File: config.mk
export PLATFORM = sky130hd
export DESIGN_NAME = mdu_hilo
export DESIGN_NICKNAME = d
export VERILOG_FILES = /design/src/rtl/mdu_hilo.sv
export SDC_FILE = /design/constraint.sdc
export NUM_CORES = 1
export LEC_CHECK = 0
export ABC_AREA = 1
export BUFFER_PORTS_ARGS = -buffer_cell sky130_fd_sc_hd__buf_2
export CORE_MARGIN = 8
export CORE_UTILIZATION = 35
export DETAILED_ROUTE_END_ITERATION = 7
export PLACE_DENSITY_LB_ADDON = 0.25
export RECOVER_POWER = 100
export SLEW_MARGIN = 30
export SYNTH_ARGS = -nofsm -noshare
export SYNTH_HDL_FRONTEND = slang
export SYNTH_SLANG_ARGS = --single-unit
File: constraint.sdc
create_clock -name CLK -period 6.64 [get_ports CLK]
set_clock_uncertainty 0.1 [all_clocks]
set_input_delay 0.664 -clock CLK [delete_from_list [all_inputs] [get_ports CLK]]
set_output_delay 0.664 -clock CLK [all_outputs]
set_load 0.1 [all_outputs]
File: src/rtl/mdu_hilo.sv
// Iterative MIPS multiply/divide unit that owns the HI/LO registers.
// Define MDU_EARLY_TERM_EN to end multiplies once the remaining multiplier bits are all zero.
module mdu_hilo #(
    parameter int DATA_W = 32,
    parameter int ITER   = 32
) (
    input  logic              CLK,
    input  logic              RESET,
    input  logic              Start,
    input  logic [2:0]        Op,
    input  logic [DATA_W-1:0] RS_Data,
    input  logic [DATA_W-1:0] RT_Data,
    input  logic              Read_Req,
    input  logic              Flush,
    output logic [DATA_W-1:0] HI,
    output logic [DATA_W-1:0] LO,
    output logic              Busy,
    output logic              Done,
    output logic              Stall
);

    localparam int CNT_W = $clog2(ITER + 1);

    typedef enum logic [1:0] {S_IDLE, S_ITER, S_COMMIT} state_t;

    state_t                  state_reg;
    logic [2*DATA_W-1:0]     acc_reg;
    logic [2*DATA_W-1:0]     mcand_reg;
    logic [DATA_W-1:0]       b_reg;
    logic [DATA_W-1:0]       hi_reg;
    logic [DATA_W-1:0]       lo_reg;
    logic [CNT_W-1:0]        cnt_reg;
    logic                    is_div_reg;
    logic                    dbz_reg;
    logic                    neg_q_reg;
    logic                    neg_r_reg;
    logic                    done_reg;

    logic                    op_signed;
    logic                    op_mul;
    logic                    op_div;
    logic [DATA_W-1:0]       rs_abs;
    logic [DATA_W-1:0]       rt_abs;
    logic [2*DATA_W-1:0]     mul_next;
    logic [DATA_W:0]         rem_shift;
    logic [DATA_W-1:0]       rem_diff;
    logic                    rem_ge;
    logic [2*DATA_W-1:0]     div_next;
    logic [2*DATA_W-1:0]     prod;
    logic [DATA_W-1:0]       quo;
    logic [DATA_W-1:0]       rem;
    logic                    last_iter;

    always_comb begin
        op_signed = ~Op[0];
        op_mul    = (Op[2:1] == 2'b00);
        op_div    = (Op[2:1] == 2'b01);
        rs_abs    = (op_signed && RS_Data[DATA_W-1]) ? -RS_Data : RS_Data;
        rt_abs    = (op_signed && RT_Data[DATA_W-1]) ? -RT_Data : RT_Data;

        mul_next  = b_reg[0] ? (acc_reg + mcand_reg) : acc_reg;

        // Restoring step on {remainder, quotient}: shift in the next dividend bit, subtract if it fits.
        rem_shift = acc_reg[2*DATA_W-1:DATA_W-1];
        rem_ge    = (rem_shift >= {1'b0, b_reg});
        rem_diff  = rem_shift[DATA_W-1:0] - b_reg;
        div_next  = rem_ge ? {rem_diff, acc_reg[DATA_W-2:0], 1'b1}
                           : {rem_shift[DATA_W-1:0], acc_reg[DATA_W-2:0], 1'b0};

        prod      = neg_q_reg ? -acc_reg : acc_reg;
        quo       = neg_q_reg ? -acc_reg[DATA_W-1:0] : acc_reg[DATA_W-1:0];
        rem       = neg_r_reg ? -acc_reg[2*DATA_W-1:DATA_W] : acc_reg[2*DATA_W-1:DATA_W];

`ifdef MDU_EARLY_TERM_EN
        last_iter = (cnt_reg == CNT_W'(ITER - 1)) ||
                    (!is_div_reg && (b_reg[DATA_W-1:1] == '0));
`else
        last_iter = (cnt_reg == CNT_W'(ITER - 1));
`endif
    end

    always_ff @(posedge CLK) begin
        if (RESET) begin
            state_reg  <= S_IDLE;
            acc_reg    <= '0;
            mcand_reg  <= '0;
            b_reg      <= '0;
            hi_reg     <= '0;
            lo_reg     <= '0;
            cnt_reg    <= '0;
            is_div_reg <= 1'b0;
            dbz_reg    <= 1'b0;
            neg_q_reg  <= 1'b0;
            neg_r_reg  <= 1'b0;
            done_reg   <= 1'b0;
        end else begin
            done_reg <= 1'b0;
            case (state_reg)
                S_IDLE: begin
                    if (Start && !Flush) begin
                        if (Op == 3'b100) begin
                            hi_reg <= RS_Data;
                        end else if (Op == 3'b101) begin
                            lo_reg <= RS_Data;
                        end else if (op_mul || op_div) begin
                            is_div_reg <= op_div;
                            neg_q_reg  <= op_signed & (RS_Data[DATA_W-1] ^ RT_Data[DATA_W-1]);
                            neg_r_reg  <= op_signed & RS_Data[DATA_W-1];
                            cnt_reg    <= '0;
                            b_reg      <= rt_abs;
                            mcand_reg  <= {{DATA_W{1'b0}}, rs_abs};
                            if (op_div && (RT_Data == '0)) begin
                                // Divide by zero: park the raw dividend where HI is taken from at commit.
                                dbz_reg   <= 1'b1;
                                acc_reg   <= {RS_Data, {DATA_W{1'b0}}};
                                state_reg <= S_COMMIT;
                            end else begin
                                dbz_reg   <= 1'b0;
                                acc_reg   <= op_div ? {{DATA_W{1'b0}}, rs_abs} : '0;
`ifdef MDU_EARLY_TERM_EN
                                state_reg <= (op_mul && (rt_abs == '0)) ? S_COMMIT : S_ITER;
`else
                                state_reg <= S_ITER;
`endif
                            end
                        end
                    end
                end
                S_ITER: begin
                    if (Flush) begin
                        state_reg <= S_IDLE;
                    end else begin
                        if (is_div_reg) begin
                            acc_reg <= div_next;
                        end else begin
                            acc_reg   <= mul_next;
                            mcand_reg <= {mcand_reg[2*DATA_W-2:0], 1'b0};
                            b_reg     <= {1'b0, b_reg[DATA_W-1:1]};
                        end
                        cnt_reg <= cnt_reg + 1'b1;
                        if (last_iter) begin
                            state_reg <= S_COMMIT;
                        end
                    end
                end
                S_COMMIT: begin
                    state_reg <= S_IDLE;
                    if (!Flush) begin
                        done_reg <= 1'b1;
                        if (dbz_reg) begin
                            hi_reg <= acc_reg[2*DATA_W-1:DATA_W];
                            lo_reg <= '1;
                        end else if (is_div_reg) begin
                            hi_reg <= rem;
                            lo_reg <= quo;
                        end else begin
                            hi_reg <= prod[2*DATA_W-1:DATA_W];
                            lo_reg <= prod[DATA_W-1:0];
                        end
                    end
                end
                default: state_reg <= S_IDLE;
            endcase
        end
    end

    assign HI    = hi_reg;
    assign LO    = lo_reg;
    assign Busy  = (state_reg != S_IDLE);
    assign Done  = done_reg;
    assign Stall = Busy & (Read_Req | Start);

endmodule

==> Word level (Yosys, flattened, before mapping) <==
Cells that the tools add are included.
W data, S select, Z words.
{ "word_totals": {"word_cells": 126, "regBits": 237, "in_bits": 72} }
{ "op_classes": {"addsub": 8, "mux": 59, "bitwise_logic": 9, "eq_ne": 17, "n_lt_le_gt_ge": 1, "n_reduce_logical": 20} }
{ "op_table": {"columns": ["operator", "n"], "rows": [
  ["$mux W64", 16],
  ["$mux W32", 22],
  ["$pmux W64 S2", 2],
  ["$pmux W32 S2", 3],
  ["$neg A32 Y32", 4],
  ["$add A64 B64 Y64", 1],
  ["$neg A64 Y64", 1],
  ["$ge A33 B32 Y1", 1],
  ["$logic_not A32 Y1", 1],
  ["$sub A32 B32 Y32", 1],
  ["$mux W6", 5],
  ["$ne A2 B2 Y1 const B", 9],
  ["$reduce_and A5 Y1", 3],
  ["$mux W2", 7],
  ["$reduce_and A7 Y1", 2],
  ["$pmux W6 S2", 1],
  ["$add A6 B1 Y6 const B", 1],
  ["$eq A3 B3 Y1 const B", 2],
  ["$eq A6 B5 Y1 const B", 1],
  ["$ne A3 B3 Y1 const B", 2],
  ["$reduce_and A6 Y1", 1],
  ["$reduce_bool A2 Y1", 3],
  ["$eq A2 B1 Y1 const B", 2],
  ["$logic_and A1 B1 Y1", 4],
  ["12 further kinds", 19]
]} }

==> Depth between registers and ports, before layout <==
Gate-level depths: netlist of the first run.
{ "logic_depth": {"word_depth": 10, "mapped_depth": 19, "mapped_depth_nobuf": 19} }

==> Worst setup path after synthesis of the first run <==
OpenSTA, ideal clock, no wires.
{ "synth_timing": {"path_type": "input to output", "start": "input Start", "end": "output Stall", "path_stages": 2, "arrival_time_ns": 1.951, "slack_ns": 3.925, "n_path_buf": 0, "path_cell_list": "nor2_1 > nor2_1"} }
{ "synth_between": {"elab_chain_len": 2} }
{ "synth_rtl": {"columns": ["item", "line_no", "rtl"], "rows": [
  ["from (decl)", "9", "input logic Start,"],
  ["$or A1 B1 Y1", "171", "assign Stall = Busy & (Read_Req | Start);"],
  ["$and A1 B1 Y1", "171", null],
  ["to (decl)", "19", "output logic Stall"]
]} }
Every way passes these cells.

==> Worst setup path in the final report of the first run <==
{ "layout_timing": {"start": "register state_reg[1]", "end": "register lo_reg[5] (netlist: LO[5])"} }
{ "layout_between": {"elab_chain_len": 3, "word_cells_on_any_way": 9} }
{ "layout_rtl": {"columns": ["item", "line_no", "rtl"], "rows": [
  ["from (decl)", "26", "state_t state_reg;"],
  ["from (signal assigned)", "84", "state_reg <= S_IDLE;"],
  ["from (signal assigned)", "116", "state_reg <= S_COMMIT;"],
  ["from (signal assigned)", "123", "state_reg <= S_ITER;"],
  ["$eq A2 B2 Y1 or $logic_not A2 Y1 (tied branches)", "98", "case (state_reg)"],
  ["$ne A2 B2 Y1 (no source line) or $reduce_bool A2 Y1 (tied branches)", null, null],
  ["$reduce_and A5 Y1 (no source line)", null, null],
  ["to (signal assigned)", "104", "lo_reg <= RS_Data;"],
  ["to (signal assigned)", "155", "lo_reg <= quo;"],
  ["to (signal assigned)", "158", "lo_reg <= prod[DATA_W-1:0];"],
  ["to (decl)", "31", "logic [DATA_W-1:0] lo_reg;"]
]} }
Several ways; a longest one is shown, not always the timed one.
A chain may end at the register's enable or synchronous reset.

==> results of run 1 <==
-- cells in the mapped netlist (6+ instances only) --
| cell type | n | share of area [%] |
|---|---|---|
| nand2_1 | 1098 | 18 |
| inv_1 | 570 | 9.4 |
| nor2_1 | 503 | 8.3 |
| a21oi_1 | 428 | 9.4 |
| nand3_1 | 313 | 6.8 |
| o21ai_0 | 255 | 5.6 |
| dfxtp_1 | 237 | 21 |
| ha_1 | 100 | 5.5 |
| clkbuf_1 | 97 | 1.6 |
| xor2_1 | 60 | 2.3 |
| nor3_1 | 58 | 1.3 |
| o21ai_1 | 45 | 0.98 |
| nand4_1 | 43 | 1.2 |
| a22oi_1 | 34 | 1.1 |
| buf_2 | 30 | 0.66 |
| o211ai_1 | 28 | 0.92 |
| a31oi_1 | 27 | 0.74 |
| o21bai_1 | 24 | 0.79 |
| nand3b_1 | 15 | 0.49 |
| inv_2 | 14 | 0.23 |
| o31ai_1 | 14 | 0.46 |
| xnor2_1 | 14 | 0.54 |
| buf_1 | 12 | 0.20 |
| nor2_2 | 11 | 0.30 |
| or2_2 | 8 | 0.22 |
| nor4_1 | 7 | 0.19 |
| o21a_1 | 6 | 0.20 |
| o221ai_1 | 6 | 0.23 |
-- cell families after synthesis --
logic type                 synth area share, %
AOI/OAI and AO/OA                         21.2
DFF                                       20.7
and+or+nand+nor                           37.3
buffers and inverters                     12.2
adders and majority gates                 5.65
xor gates and xnor gates                  2.83
-- path summary, 6_finish.rpt --
check / end / from / cells past startpoint
setup reg to reg: LO[5] / state_reg[1] / 9
hold / removal: dbz_reg / RESET / 2
setup / recovery: LO[5] / state_reg[1] / 9
hold reg to reg: b_reg[21] / b_reg[21] / 2
-- stage by stage --
step / instance area [um^2] / cells
5_1_grt: 25200 / 5033
2_1_floorplan: 22900 / 4101
6_report: 25200 / 5034
4_1_cts: 25300 / 5033
3_3_place_gp: 24300 / 4984
3_5_place_dp: 24300 / 4984
-- power groups by stage --
stage / clock network (mW) / registers [mW] / logic [mW]
after floorplan: 0 / 1.69 / 1.32
final: 1.72 / 1.62 / 2.05
after global routing: 1.79 / 1.62 / 2.23
after global placement: 0 / 1.64 / 1.99
after CTS: 1.73 / 1.61 / 2.00
after detailed placement: 0 / 1.64 / 1.99
-- critical path, cell delays in order (launching register included) --
cell,delay [ns]
dfxtp_1,0.41
clkinv_1,0.08
nor2_1,1.53
inv_1,0.91
nor2_1,0.28
inv_1,0.16
a211oi_4,0.59
inv_2,0.43
nor2_1,0.20
a21oi_1,0.08
-- final cells by class --
class / instances / area (um^2)
tap: 855 / 1070
clock buffer: 35 / 746
inverter: 584 / 2190
timing repair buffer: 173 / 876
multi-input combinational: 3135 / 15300
clock inverter: 14 / 231
sequential: 237 / 4750
antenna: 1 / 2.50
fill: 7466 / 39400
-- placed cells by master (no fill, tap or decap), types with 7 or more instances in the layout --
cell and count:
nand2_1 1098, inv_1 576, nor2_1 505, a21oi_1 428, nand3_1 313, o21ai_0 267
dfxtp_1 235, ha_1 100, clkbuf_1 71, buf_2 70, xor2_1 60, nor3_1 58
nand4_1 43, buf_4 35, a22oi_1 34, o21ai_1 33, o211ai_1 28, a31oi_1 27
clkbuf_16 27, o21bai_1 24, o31ai_1 15, nand3b_1 15, xnor2_1 14, nor2_2 9
or2_2 8, nor4_1 7
-- metal layers --
layer | track usage [%] | wire, um | share of wire, %
met5 | 0 | 68 | 0.063
met2 | 43.2 | 46600 | 43
met4 | 13.3 | 6190 | 5.8
met1 | 36.1 | 44600 | 42
met3 | 4.87 | 9840 | 9.2
==> flow_summary.ini, run 1 <==
[status]
status = complete, but fails checks
violations = max-capacitance violations, max-slew violations

[power]
power_frac_comb_pct = 38.1
power_mw = 5.39
pwr-share-clk_pct = 31.9
p_leak_nw = 12.5
cellPowerDensity_mw_per_mm2 = 214
intPower_mw = 3.07
p_sw_share_pct = 42.9
p_sw_mw = 2.31
ir_drop_uv = 173
seqPwrFrac_pct = 30.0

[routing]
via_count = 27800
wl_per_cell_um = 21.3
drtIter0Drc = 3474
wirelength_mm = 107
first_pass_iters = 8
drc_errors = 0
via_per_inst = 5.53
ant_nets = 0

[global_route]
grt_pass1_wl_mm = 158
first_global_vias = 25200
grt_overflow = 0
grt_max_degree = 83
grt_usage_pct = 27.5
antenna_found_initial = 6

[sta]
tightest_slew_ns = 2.08
finalHoldWorstSlack_ns = 0.265
rsz0062_at_grt = false
finalSetupTns_ns = 0
slew_viol_final = 47
finalHoldViolations = 0
fin_crit_ns = 4.90
post-route-period-util_pct = 73.8
slew_headroom_pct = -39.2
worst_slack_ns = 1.74
finalSetupViolations = 0
fmax_mhz = 204

[clocking]
cts_resized = 0
cts_buffers = 27
cts_hold_buffers = 0
clock_latency_ns = 0.59
cts_sinks = 237
clockBufferDepth = 3
cts-root-buf = clkbuf_16
cts_tree = built
post_cts_buffers = 0
h-tree-depth = 1
path_clk_slew_ns = 0.06

[place]
port_buffers = 138
gp_congestion = 1.08
place_ws_ns = 3.05
dpl.hpwl_mm = 85.5

[worst_setup_path]
critPathMaxFanout = 28
start_kind = flip-flop
arrival_ns = 5.26
cp-end-kind = flip-flop
required_ns = 7.00
critPathKind = flip-flop to flip-flop
r2r_slack_ns = 1.74

[die]
dieHeight_um = 272
dieWidth_um = 272
die_area_mm2 = 0.0738
io_pins = 139
rows = 93
start_util_pct = 35.4
core_mm2 = 0.0646

[cells_and_area]
layout-drive-gt1-share_pct = 4.55
synthToLayoutAreaGrowth_pct = 10.1
fin_nets = 4332
final_util_pct = 39.0

[yosys]
syn_area_per_cell_um2 = 5.58
syn_nets = 4275
yosys_warnings = 0
ys.flop_type = dfxtp_1
synth_edf_count = 0
syn_area_mm2 = 0.0229
synthCells = 4101
async_reset_ff_share_pct = 0
synth_seq_cells = 237
ys_seq_area_share_pct = 20.7
ys_types = 47

[hold_path]
min_path_type = input port to flip-flop

[flow_run]
cap_violations = 2
Note: power is estimated with default switching activity, not from simulation.
==> run 2, diff against run 1 <==
==> constraint.sdc (replaced) <==
create_clock -name CLK -period 5.1 [get_ports CLK]
set_clock_uncertainty 0.1 [all_clocks]
set_input_delay 0.51 -clock CLK [delete_from_list [all_inputs] [get_ports CLK]]
set_output_delay 0.51 -clock CLK [all_outputs]
set_load 0.1 [all_outputs]
==> run 2 against run 1 <==
  * The flow still finishes with violations (max-capacitance violations, max-slew violations)
  * Flip-flop and latch count did not move
  * Combinational power rose by 34%
  * Register-to-register slack got worse by 0.66 ns
  * Clock power rose by 20%
  * Cell count barely moved
  * Wire length rose by 3.8%
  * Worst setup slack got worse by 0.66 ns
  * Design area fell by 0.16%
  * Maximum frequency rose by 22%
  * Sequential share of layout area barely moved
  * Total power rose by 28%
==> flow_summary.ini, run 2 (synthesis results as in run 1) <==
[clocking]
post_cts_buffers = 0
clock_latency_ns = 0.60
clockBufferDepth = 3
cts_sinks = 237
cts_hold_buffers = 0
h-tree-depth = 1
cts-root-buf = clkbuf_16
cts_tree = built
cts_buffers = 27
cts_resized = 0
path_clk_slew_ns = 0.07

[global_route]
grt_overflow = 0
grt_usage_pct = 28.5
grt_pass1_wl_mm = 163
grt_max_degree = 89
antenna_found_initial = 4
first_global_vias = 25400

[routing]
first_pass_iters = 7
top_layer_used = met5
met3_length_mm = 10.4
dr_wl_met2_mm = 48.4
via_per_inst = 5.56
wl_per_cell_um = 22.1
ant_nets = 0
wirelength_mm = 111
drc_errors = 0
drtIter0Drc = 3469
wl_met1_mm = 46.5
via_count = 28000

[worst_setup_path]
r2r_slack_ns = 1.08
reg2reg_depth = 13
path_buf_inv = 6
path_delay_family = buffers and inverters
arrival_ns = 4.40
setup.worst_path.start = state_reg[0]
path_cells = inv_1 -> nor2_4 -> inv_1 -> nor2_2 -> inv_1 -> o21ai_0 -> nand2_1 -> inv_1 -> o31ai_1 -> buf_4 -> a21oi_1 -> nand2_1 -> inv_1
path_common_cell = inv_1
reg2reg_from = state_reg[0]
cp-end-kind = flip-flop
required_ns = 5.48
cp-endpoint = acc_reg[61]
cp.depth = 13
critPathKind = flip-flop to flip-flop
critPathMaxFanout = 66
critPathMaxStageDelay_ns = 1.14
start_kind = flip-flop
slowest_stage = inv_1
r2r-end = acc_reg[61]

[cells_and_area]
synthToLayoutAreaGrowth_pct = 9.95
fin_nets = 4340
layout_common_cells = nand2_1, inv_1, nor2_1
fin_cells = 5037
layout.cells.most_common = nand2_1
nFillCells = 7460
layout-drive-gt1-share_pct = 4.59

[place]
port_buffers = 138
gp_congestion = 1.05
dpl.cell_count = 4992
dpl.hpwl_mm = 89.2

[sta]
finalHoldViolations = 0
slew_viol_final = 89
fmax_mhz = 249
slew_headroom_pct = -20.8
tightest_slew_ns = 1.81
fin_crit_ns = 4.02
rsz0062_at_grt = false
finalSetupTns_ns = 0
post-route-period-util_pct = 78.8
finalSetupViolations = 0

[die]
rows = 93
io_pins = 139
dieHeight_um = 272
dieWidth_um = 272
start_util_pct = 35.4
core_mm2 = 0.0646
die_area_mm2 = 0.0738

[hold_path]
hold_depth = 3
min_path_type = input port to flip-flop

[status]
status = complete, but fails checks
violations = max-capacitance violations, max-slew violations

[power]
ir_drop_uv = 224
p_leak_nw = 12.5
cellPowerDensity_mw_per_mm2 = 274

[flow_run]
cap_violations = 3
## run 2: cell count changes in the layout (fill, tap and decap cells not counted), moves of 2 or more
cell	change
inv_6	-2
bufinv_16	-3
nor2_1	-2
buf_4	+4
nor2_2	+2
clkinv_2	-3
clkinvlp_4	+2
clkinv_1	-2
## run 2: worst min-delay path: stages
cell and delay [ns]:
buf_2 0.11, inv_1 0.06, a21oi_1 0.05
## run 2: through the flow
step	power [mW]	area (um^2)	hold slack, ns	setup slack (ns)	utilization, %
after floorplan	3.92	22900	0.344	2.69	-
after global placement	4.81	24400	0.352	1.84	37.8
final	6.89	25100	0.0742	1.08	38.9
after global routing	7.20	25100	0.114	0.836	38.9
after detailed placement	4.78	24400	0.355	1.82	37.8
after CTS	6.82	25300	0.0686	1.86	39.2
## run 2: how the worst min path moves through the flow
stage / startpoint / endpoint / slack, ns
finish: Op[1] / is_div_reg / 0.07
global route: Op[1] / is_div_reg / 0.11
CTS: Op[1] / is_div_reg / 0.07
detailed placement: b_reg[13] / b_reg[13] / 0.36
global placement: b_reg[13] / b_reg[13] / 0.35
floorplan: b_reg[12] / b_reg[12] / 0.34
## run 2: final cells by class
type / instances / area [um^2] / share of cell area, %
Antenna cell: 1 / 2.50 / 0.00995
Clock buffer: 34 / 732 / 2.91
Clock inverter: 10 / 149 / 0.592
Inverter: 584 / 2200 / 8.74
Multi-Input combinational cell: 3135 / 15300 / 60.9
Sequential cell: 237 / 4750 / 18.9
Tap cell: 855 / 1070 / 4.25
Timing Repair Buffer: 181 / 946 / 3.76
## run 2: power breakdown
group | switching [mW] | internal [mW]
combinational | 2.02 | 0.729
clock | 0.905 | 1.16
sequential | 0.130 | 1.95
## run 2: layer usage
metal	vias up	GRT usage, %
met1	12900	37.5
li1	13500	-
met5	-	0
met4	4	12.9
met2	1351	44.7
met3	317	5.45
